### src/rtl/tick_pkg.sv
// Shared constants, encodings and FSM state type for the tick decoder.
// Imported by the decoder top.
package tick_pkg;

    localparam logic [7:0] TYPE_ADD    = 8'h41;
    localparam logic [7:0] TYPE_DEL    = 8'h58;
    localparam logic [7:0] SIDE_BID_CH = 8'h42;
    localparam logic [7:0] SIDE_ASK_CH = 8'h53;
    localparam int         MSG_LEN     = 10;

    localparam logic TICK_ADD = 1'b0;
    localparam logic TICK_DEL = 1'b1;
    localparam logic SIDE_BID = 1'b1;
    localparam logic SIDE_ASK = 1'b0;

    typedef enum logic [1:0] {
        ST_IDLE    = 2'd0,
        ST_SIDE    = 2'd1,
        ST_BODY    = 2'd2,
        ST_DISCARD = 2'd3
    } state_e;

    function automatic logic type_legal(input logic [7:0] b);
        return (b == TYPE_ADD) || (b == TYPE_DEL);
    endfunction

    function automatic logic side_legal(input logic [7:0] b);
        return (b == SIDE_BID_CH) || (b == SIDE_ASK_CH);
    endfunction

endpackage

### src/rtl/tick_decoder_if.sv
// Byte-stream input and tick output bundle of the tick decoder.
// master = stream source / tick consumer, slave = decoder.
interface tick_decoder_if #(
    parameter int QTY_W = 32,
    parameter int PX_W  = 32
) ();
    logic             in_valid;
    logic [7:0]       in_data;
    logic             in_last;
    logic             in_ready;
    logic             tick_valid;
    logic             tick_type;
    logic             tick_side;
    logic [QTY_W-1:0] tick_qty;
    logic [PX_W-1:0]  tick_price;

    modport master (
        output in_valid, in_data, in_last,
        input  in_ready, tick_valid, tick_type, tick_side, tick_qty, tick_price
    );

    modport slave (
        input  in_valid, in_data, in_last,
        output in_ready, tick_valid, tick_type, tick_side, tick_qty, tick_price
    );
endinterface

### src/rtl/sat_counter.sv
// Saturating up-counter with synchronous active-low reset; sticks at all-ones.
module sat_counter #(
    parameter int W = 16
) (
    input  logic         clk,
    input  logic         rst_n,
    input  logic         inc,
    output logic [W-1:0] count
);

    logic [W-1:0] count_r;

    // Count up on inc, holding once the all-ones value is reached.
    always_ff @(posedge clk) begin
        if (!rst_n) begin
            count_r <= '0;
        end else if (inc && (count_r != {W{1'b1}})) begin
            count_r <= count_r + W'(1);
        end
    end

    assign count = count_r;

endmodule

### src/rtl/tick_decoder.sv
// Decodes 10-byte order frames into a one-cycle tick strobe for book2,
// dropping malformed frames and counting emitted and rejected frames.
module tick_decoder
    import tick_pkg::*;
#(
    parameter int QTY_W = 32,
    parameter int PX_W  = 32,
    parameter int CNT_W = 16
) (
    input  logic             clk,
    input  logic             rst_n,
    tick_decoder_if.slave    bus,
    output logic [CNT_W-1:0] msg_cnt,
    output logic [CNT_W-1:0] err_cnt
);

    state_e      state_r, state_s;
    logic [3:0]  byte_idx_r, byte_idx_s;
    logic [31:0] qty_r, qty_s;
    // Only b6..b8 are held; b9 completes the price combinationally.
    logic [23:0] price_r, price_s;
    logic        type_r, type_s;
    logic        side_r, side_s;
    logic        emit_s, err_s;
    logic [31:0] price_full_s;

    logic             tick_valid_r;
    logic             tick_type_r;
    logic             tick_side_r;
    logic [QTY_W-1:0] tick_qty_r;
    logic [PX_W-1:0]  tick_price_r;

    assign price_full_s = {price_r, bus.in_data};

    // Next-state, field capture and error/emit decisions for each accepted byte.
    always_comb begin
        state_s    = state_r;
        byte_idx_s = byte_idx_r;
        qty_s      = qty_r;
        price_s    = price_r;
        type_s     = type_r;
        side_s     = side_r;
        emit_s     = 1'b0;
        err_s      = 1'b0;
        if (bus.in_valid) begin
            case (state_r)
                ST_IDLE: begin
                    if (type_legal(bus.in_data)) begin
                        type_s  = (bus.in_data == TYPE_DEL) ? TICK_DEL : TICK_ADD;
                        qty_s   = 32'h0;
                        price_s = 24'h0;
                        if (bus.in_last) begin
                            err_s   = 1'b1;
                            state_s = ST_IDLE;
                        end else begin
                            state_s = ST_SIDE;
                        end
                    end else begin
                        err_s   = 1'b1;
                        state_s = bus.in_last ? ST_IDLE : ST_DISCARD;
                    end
                end
                ST_SIDE: begin
                    if (side_legal(bus.in_data)) begin
                        side_s     = (bus.in_data == SIDE_BID_CH) ? SIDE_BID : SIDE_ASK;
                        byte_idx_s = 4'd2;
                        if (bus.in_last) begin
                            err_s   = 1'b1;
                            state_s = ST_IDLE;
                        end else begin
                            state_s = ST_BODY;
                        end
                    end else begin
                        err_s   = 1'b1;
                        state_s = bus.in_last ? ST_IDLE : ST_DISCARD;
                    end
                end
                ST_BODY: begin
                    if (byte_idx_r == 4'(MSG_LEN - 1)) begin
                        if (!bus.in_last) begin
                            err_s   = 1'b1;
                            state_s = ST_DISCARD;
                        end else if ((price_full_s == 32'h0) ||
                                     ((qty_r == 32'h0) && (type_r == TICK_ADD))) begin
                            err_s   = 1'b1;
                            state_s = ST_IDLE;
                        end else begin
                            emit_s  = 1'b1;
                            state_s = ST_IDLE;
                        end
                    end else begin
                        if (byte_idx_r < 4'd6) begin
                            qty_s = {qty_r[23:0], bus.in_data};
                        end else begin
                            price_s = {price_r[15:0], bus.in_data};
                        end
                        byte_idx_s = byte_idx_r + 4'd1;
                        if (bus.in_last) begin
                            err_s   = 1'b1;
                            state_s = ST_IDLE;
                        end else begin
                            state_s = ST_BODY;
                        end
                    end
                end
                ST_DISCARD: begin
                    if (bus.in_last) begin
                        state_s = ST_IDLE;
                    end else begin
                        state_s = ST_DISCARD;
                    end
                end
                default: begin
                    state_s = ST_IDLE;
                end
            endcase
        end else begin
            state_s = state_r;
        end
    end

    // FSM state and frame datapath registers.
    always_ff @(posedge clk) begin
        if (!rst_n) begin
            state_r    <= ST_IDLE;
            byte_idx_r <= 4'd0;
            qty_r      <= 32'h0;
            price_r    <= 24'h0;
            type_r     <= 1'b0;
            side_r     <= 1'b0;
        end else begin
            state_r    <= state_s;
            byte_idx_r <= byte_idx_s;
            qty_r      <= qty_s;
            price_r    <= price_s;
            type_r     <= type_s;
            side_r     <= side_s;
        end
    end

    // Output stage: strobe for one cycle, fields held until the next emit.
    always_ff @(posedge clk) begin
        if (!rst_n) begin
            tick_valid_r <= 1'b0;
            tick_type_r  <= 1'b0;
            tick_side_r  <= 1'b0;
            tick_qty_r   <= '0;
            tick_price_r <= '0;
        end else begin
            tick_valid_r <= emit_s;
            if (emit_s) begin
                tick_type_r  <= type_r;
                tick_side_r  <= side_r;
                tick_qty_r   <= QTY_W'(qty_r);
                tick_price_r <= PX_W'(price_full_s);
            end
        end
    end

    sat_counter #(.W(CNT_W)) u_msg_cnt (
        .clk   (clk),
        .rst_n (rst_n),
        .inc   (emit_s),
        .count (msg_cnt)
    );

    sat_counter #(.W(CNT_W)) u_err_cnt (
        .clk   (clk),
        .rst_n (rst_n),
        .inc   (err_s),
        .count (err_cnt)
    );

    assign bus.in_ready   = rst_n;
    assign bus.tick_valid = tick_valid_r;
    assign bus.tick_type  = tick_type_r;
    assign bus.tick_side  = tick_side_r;
    assign bus.tick_qty   = tick_qty_r;
    assign bus.tick_price = tick_price_r;

endmodule

### src/flat_wrapper.sv
// flat-port wrapper written by rule: the top's interface ports become plain ports
module tick_decoder_flat import tick_pkg::*;
#(
    parameter int QTY_W = 32,
    parameter int PX_W  = 32,
    parameter int CNT_W = 16
)
  (clk, rst_n, msg_cnt, err_cnt, bus_in_valid, bus_in_data, bus_in_last, bus_in_ready, bus_tick_valid, bus_tick_type, bus_tick_side, bus_tick_qty, bus_tick_price);
  tick_decoder_if #(.QTY_W(QTY_W), .PX_W(PX_W)) bus_i ();
  input  logic clk;
  input  logic rst_n;
  output logic [CNT_W-1:0] msg_cnt;
  output logic [CNT_W-1:0] err_cnt;
  input wire logic [$bits(bus_i.in_valid)-1:0] bus_in_valid;
  input wire logic [$bits(bus_i.in_data)-1:0] bus_in_data;
  input wire logic [$bits(bus_i.in_last)-1:0] bus_in_last;
  output wire logic [$bits(bus_i.in_ready)-1:0] bus_in_ready;
  output wire logic [$bits(bus_i.tick_valid)-1:0] bus_tick_valid;
  output wire logic [$bits(bus_i.tick_type)-1:0] bus_tick_type;
  output wire logic [$bits(bus_i.tick_side)-1:0] bus_tick_side;
  output wire logic [$bits(bus_i.tick_qty)-1:0] bus_tick_qty;
  output wire logic [$bits(bus_i.tick_price)-1:0] bus_tick_price;
  assign bus_i.in_valid = bus_in_valid;
  assign bus_i.in_data = bus_in_data;
  assign bus_i.in_last = bus_in_last;
  assign bus_in_ready = bus_i.in_ready;
  assign bus_tick_valid = bus_i.tick_valid;
  assign bus_tick_type = bus_i.tick_type;
  assign bus_tick_side = bus_i.tick_side;
  assign bus_tick_qty = bus_i.tick_qty;
  assign bus_tick_price = bus_i.tick_price;
  tick_decoder #(.QTY_W(QTY_W), .PX_W(PX_W), .CNT_W(CNT_W)) u_core (.clk(clk), .rst_n(rst_n), .bus(bus_i), .msg_cnt(msg_cnt), .err_cnt(err_cnt));
endmodule
### config.mk
export PLATFORM = sky130hd
export DESIGN_NAME = tick_decoder_flat
export DESIGN_NICKNAME = d
export VERILOG_FILES = /design/src/rtl/tick_pkg.sv /design/src/rtl/tick_decoder_if.sv /design/src/rtl/sat_counter.sv /design/src/rtl/tick_decoder.sv /design/src/flat_wrapper.sv
export SDC_FILE = /design/constraint.sdc
export NUM_CORES = 1
export LEC_CHECK = 0
export ABC_AREA = 1
export BUFFER_PORTS_ARGS = -buffer_cell sky130_fd_sc_hd__buf_2
export CAP_MARGIN = 20
export CORE_MARGIN = 2
export CORE_UTILIZATION = 55
export CTS_BUF_LIST = sky130_fd_sc_hd__clkbuf_4
export CTS_CLUSTER_DIAMETER = 100
export DETAILED_ROUTE_END_ITERATION = 8
export GPL_ROUTABILITY_DRIVEN = 0
export PLACE_DENSITY = 0.87
export SYNTH_ARGS = -nofsm -noshare
export SYNTH_HDL_FRONTEND = slang
export SYNTH_SLANG_ARGS = --single-unit
### constraint.sdc
create_clock -name clk -period 1.9 [get_ports clk]
set_clock_uncertainty 0.1 [all_clocks]
set_input_delay 0.19 -clock clk [delete_from_list [all_inputs] [get_ports clk]]
set_output_delay 0.19 -clock clk [all_outputs]
set_load 0.005 [all_outputs]
==> key figures <==
Clock network
  • Master cell of the clock root buffer: sky130_fd_sc_hd__clkbuf_4
  • Total CTS buffers: 17
  • Register clock-pin slew on the reported worst setup and hold paths: around 140 ps
  • Clock tree sinks: 163
  • TritonCTS clock tree: built
  • Maximum buffer depth of the clock tree: 2
  • Clock latency on the worst-skew pair: 570 ps
  • Number of levels the H-tree was split into: 4

Worst setup path
  • Highest-delay cell along the critical path: sky130_fd_sc_hd__dfxtp_1
  • Critical path arrival: 2440 ps
  • Critical path cell sequence: nand3_4, inv_2, nand2_1, nor2_2, nand2_4, inv_6, nand2_8, inv_8, buf_6, o21ai_2, a21oi_1
  • Largest incremental delay on the critical path: ~550 ps
  • Crit. Startpoint: u_core.byte_idx_r[3]
  • Number of cells on the worst reg-to-reg path: 11
  • Internal reg-to-reg setup slack: -160 ps
  • Worst endpoint required time: 2280 ps
  • Classification of the worst setup path: reg -> reg
  • Endpoint of the most critical register-to-register path: u_core.bus.tick_price[5]
  • Launching point of the worst reg2reg path: u_core.byte_idx_r[3]
  • Critical path launch point type: flop
  • Critical path capture point type: flop
  • Critical path peak fanout: 6

Floorplanning
  • Number of I/O pins: about 110
  • Initial cell density of the core: 56.78%
  • Area of the core: 12670 µm²
  • Number of standard-cell rows in the floorplan: 41
  • Area enclosed by the die boundary: 14010 µm²
  • Die height: around 120 µm
  • Die Width: between 100 and 150 µm

Timing
  • Final setup viols: 89
  • Highest attainable clock frequency: just under 0.5 GHz
  • Final period util: 108.4%
  • Minimum clock period after layout: a little over 2000 ps
  • RSZ-0062 raised after global routing: yes
  • Final worst-path setup slack: -158.7 ps
  • Final-layout worst hold slack: 360.0 ps
  • Final Max Slew Viols: 0
  • Final-report hold violation count: 0
  • Transition time at the pin with the least slew margin: 487.6 ps
  • Remaining max-slew budget at the tightest pin: 67.49%

Final layout
  • Finished Cell Area: 9064 µm²
  • Nets@finish: 1179
  • Synth-to-layout area growth: 25.98%
  • Fraction of final layout cells sized beyond drive strength 1: 26.70%
  • Layout filler cell count: 952

Route
  • Vias: 7459
  • Number of remaining DRC errors: 3
  • Count of TritonRoute iterations in the first routing pass: 9
  • Initial DRC Count: roughly 730
  • WL final: 20.37 mm
  • Routed via count divided by cell count: between 5 and 6
  • Routed Antenna Nets: 0
  • Wire length per cell: 15.10 µm

Yosys
  • Unique cell type count in the Yosys netlist: 34
  • Yosys warns: 0
  • Post-Syn Instances: 1016
  • Post-synthesis sequential element count: 163
  • Syn nets: 1032
  • Post-synth design cell area: 7194 µm²
  • Predominant post-synthesis flop cell: sky130_fd_sc_hd__dfxtp_1
  • Sequential share of the synthesized area: 45.36%
  • Share of flip-flops with an asynchronous set or reset after synthesis: 0%
  • Avg Synthesized Cell Area: 7.081 µm²
  • Number of synthesized flops with an enable pin: 0

Place
  • Placed Area: around 8100 µm²
  • Input/output buffers: 111
  • HPWL after DPL: 11.55 mm

Global routing
  • Initial antenna violation count: 1
  • Vias in the first global route: 6280
  • Remaining global-route overflow: 0
  • Total GRT Usage: between 20% and 30%
  • First-pass GRT wire length: 29.18 mm
  • Pin count of the biggest net entering global routing: 57

Run status
  • Violated checks: design-rule violations, negative setup slack
  • Status: complete, but fails checks

Hold path
  • Hold/Removal Path Class: in -> reg
  • Hold EP: u_core.bus.tick_price[3]
  • Cell depth of the worst hold path: 4
  • Hold path startpoint: bus_in_data[3]

Flow run
  • Number of maximum-capacitance constraint violations: 0

Power and ir drop
  • Leakage Power: roughly 3.8 nW
  • Maximum vdd ir drop: 0.3915 mV
  • Pwr per Cell Area: 630.1 nW/µm²
[layer usage]
layer | GRT usage, % | wire (µm) | share of wire [%]
met3 | 4.778 | 1433 | 7.0
met4 | 8.482 | 638 | 3.1
met1 | 31.93 | 8274 | 41
met5 | 0 | 0 | 0
met2 | 42.05 | 10020 | 49
[flip-flops by register name, indices dropped and copies added (netlist names), 2 cells and up]
register,count
u_core.bus.tick_price,32
u_core.bus.tick_qty,32
u_core.byte_idx_r,4
u_core.price_r,24
u_core.qty_r,32
u_core.state_r,2
u_core.u_err_cnt.count,16
u_core.u_msg_cnt.count,16
[through the flow]
stage               setup WS [ps]  utilization [%]  power, mW  cells  TNS [ps]
floorplan                   152.5                -      3.750   1016         0
global placement            22.60            63.53      3.858   1279         0
detailed placement          10.46            63.53      3.862   1279         0
CTS                         3.722            66.66      5.635   1324         0
global route               -201.2            71.53      5.922   1349    -10430
finish                     -158.7            71.53      5.711   1349     -2779
[cells in the mapped netlist (2+ instances only)]
master	n	area share [%]
sky130_fd_sc_hd__nand2_1	266	14
sky130_fd_sc_hd__dfxtp_1	163	45
sky130_fd_sc_hd__nor2_1	128	6.7
sky130_fd_sc_hd__a21oi_1	118	8.2
sky130_fd_sc_hd__nand3_1	87	6.1
sky130_fd_sc_hd__inv_1	69	3.6
sky130_fd_sc_hd__o21ai_0	31	2.2
sky130_fd_sc_hd__clkbuf_1	25	1.3
sky130_fd_sc_hd__nand4_1	22	1.9
sky130_fd_sc_hd__buf_2	16	1.1
sky130_fd_sc_hd__nand2_2	13	1.1
sky130_fd_sc_hd__a21oi_2	10	1.2
sky130_fd_sc_hd__xor2_1	10	1.2
sky130_fd_sc_hd__inv_2	8	0.42
sky130_fd_sc_hd__nor3_1	8	0.56
sky130_fd_sc_hd__buf_4	7	0.73
sky130_fd_sc_hd__buf_1	5	0.26
sky130_fd_sc_hd__buf_6	5	0.78
sky130_fd_sc_hd__ha_1	4	0.70
sky130_fd_sc_hd__xnor2_1	4	0.49
sky130_fd_sc_hd__nand3_2	2	0.28
sky130_fd_sc_hd__nand3b_1	2	0.21
sky130_fd_sc_hd__nor3_4	2	0.45
[power by group]
part / leakage, nW / internal [mW] / switching, mW
clock: 0.128 / 0.598 / 1.21
sequential: 1.32 / 3.44 / 0.0219
combinational: 2.36 / 0.168 / 0.271
total: 3.80 / 4.20 / 1.51
[logic make-up (layout without fill, tap and decap cells)]
| logic type | Yosys count | count (layout) | share of synthesized area, % |
|---|---|---|---|
| AOI/OAI and AO/OA | 162 | 162 | 11.88 |
| other | 0 | 1 | 0 |
| xor gates and xnor gates | 14 | 14 | 1.704 |
| DFF | 163 | 163 | 45.36 |
| and+or+nand+nor | 536 | 536 | 32.02 |
| adders and majority gates | 4 | 4 | 0.6957 |
| buffers and inverters | 137 | 297 | 8.348 |
[worst max-delay path by stage]
stage                                      endpoint  slack [ps]  cells past startpoint
after floorplan           u_core.u_msg_cnt.count[6]         150                      8
after global placement    u_core.u_err_cnt.count[1]          20                     13
after detailed placement    u_core.bus.tick_qty[29]          10                     13
after CTS                 u_core.u_msg_cnt.count[0]           4                     11
after global routing       u_core.bus.tick_price[5]        -200                     11
final                      u_core.bus.tick_price[5]        -160                     11
[layout make-up]
| cell class | count | area [µm²] | share of cell area [%] |
|---|---|---|---|
| clock inverter | 9 | 58.81 | 0.6488 |
| inverter | 79 | 321.6 | 3.548 |
| timing repair buffer | 185 | 1419 | 15.65 |
| antenna | 1 | 2.502 | 0.02761 |
| clock buffer | 23 | 172.7 | 1.905 |
| timing repair inverter | 1 | 11.26 | 0.1242 |
| multi-input combinational | 716 | 3582 | 39.52 |
| tap | 172 | 215.2 | 2.374 |
| sequential | 163 | 3281 | 36.20 |
[worst max-delay path: cells and delay by family, from the launching register on]
| family | cells | cell delay (ps) |
|---|---|---|
| AND/OR/NAND/NOR | 5 | 560 |
| buffers and inverters | 4 | 420 |
| AO/OA/AOI/OAI | 2 | 310 |
| flip-flops | 1 | 550 |
[cell usage in the layout (no fill, tap or decap), types with 23 or more instances in the layout]
cell type                  instances
sky130_fd_sc_hd__nand2_1         251
sky130_fd_sc_hd__dfxtp_1         151
sky130_fd_sc_hd__nor2_1          116
sky130_fd_sc_hd__buf_2           112
sky130_fd_sc_hd__a21oi_1         106
sky130_fd_sc_hd__nand3_1          82
sky130_fd_sc_hd__inv_1            63
sky130_fd_sc_hd__buf_4            40
sky130_fd_sc_hd__nand2_2          24
sky130_fd_sc_hd__o21ai_0          23
sky130_fd_sc_hd__clkbuf_4         23
[timing repair]
action,CTS,global route
pin swaps,1,32
gates resized for setup,7,105
buffers inserted,0,13
hold buffers,12,0
cloned,1,11
endpoints found under the setup margin,17,143
hold endpoints to repair,28,0
(Power assumes the default switching activity.)
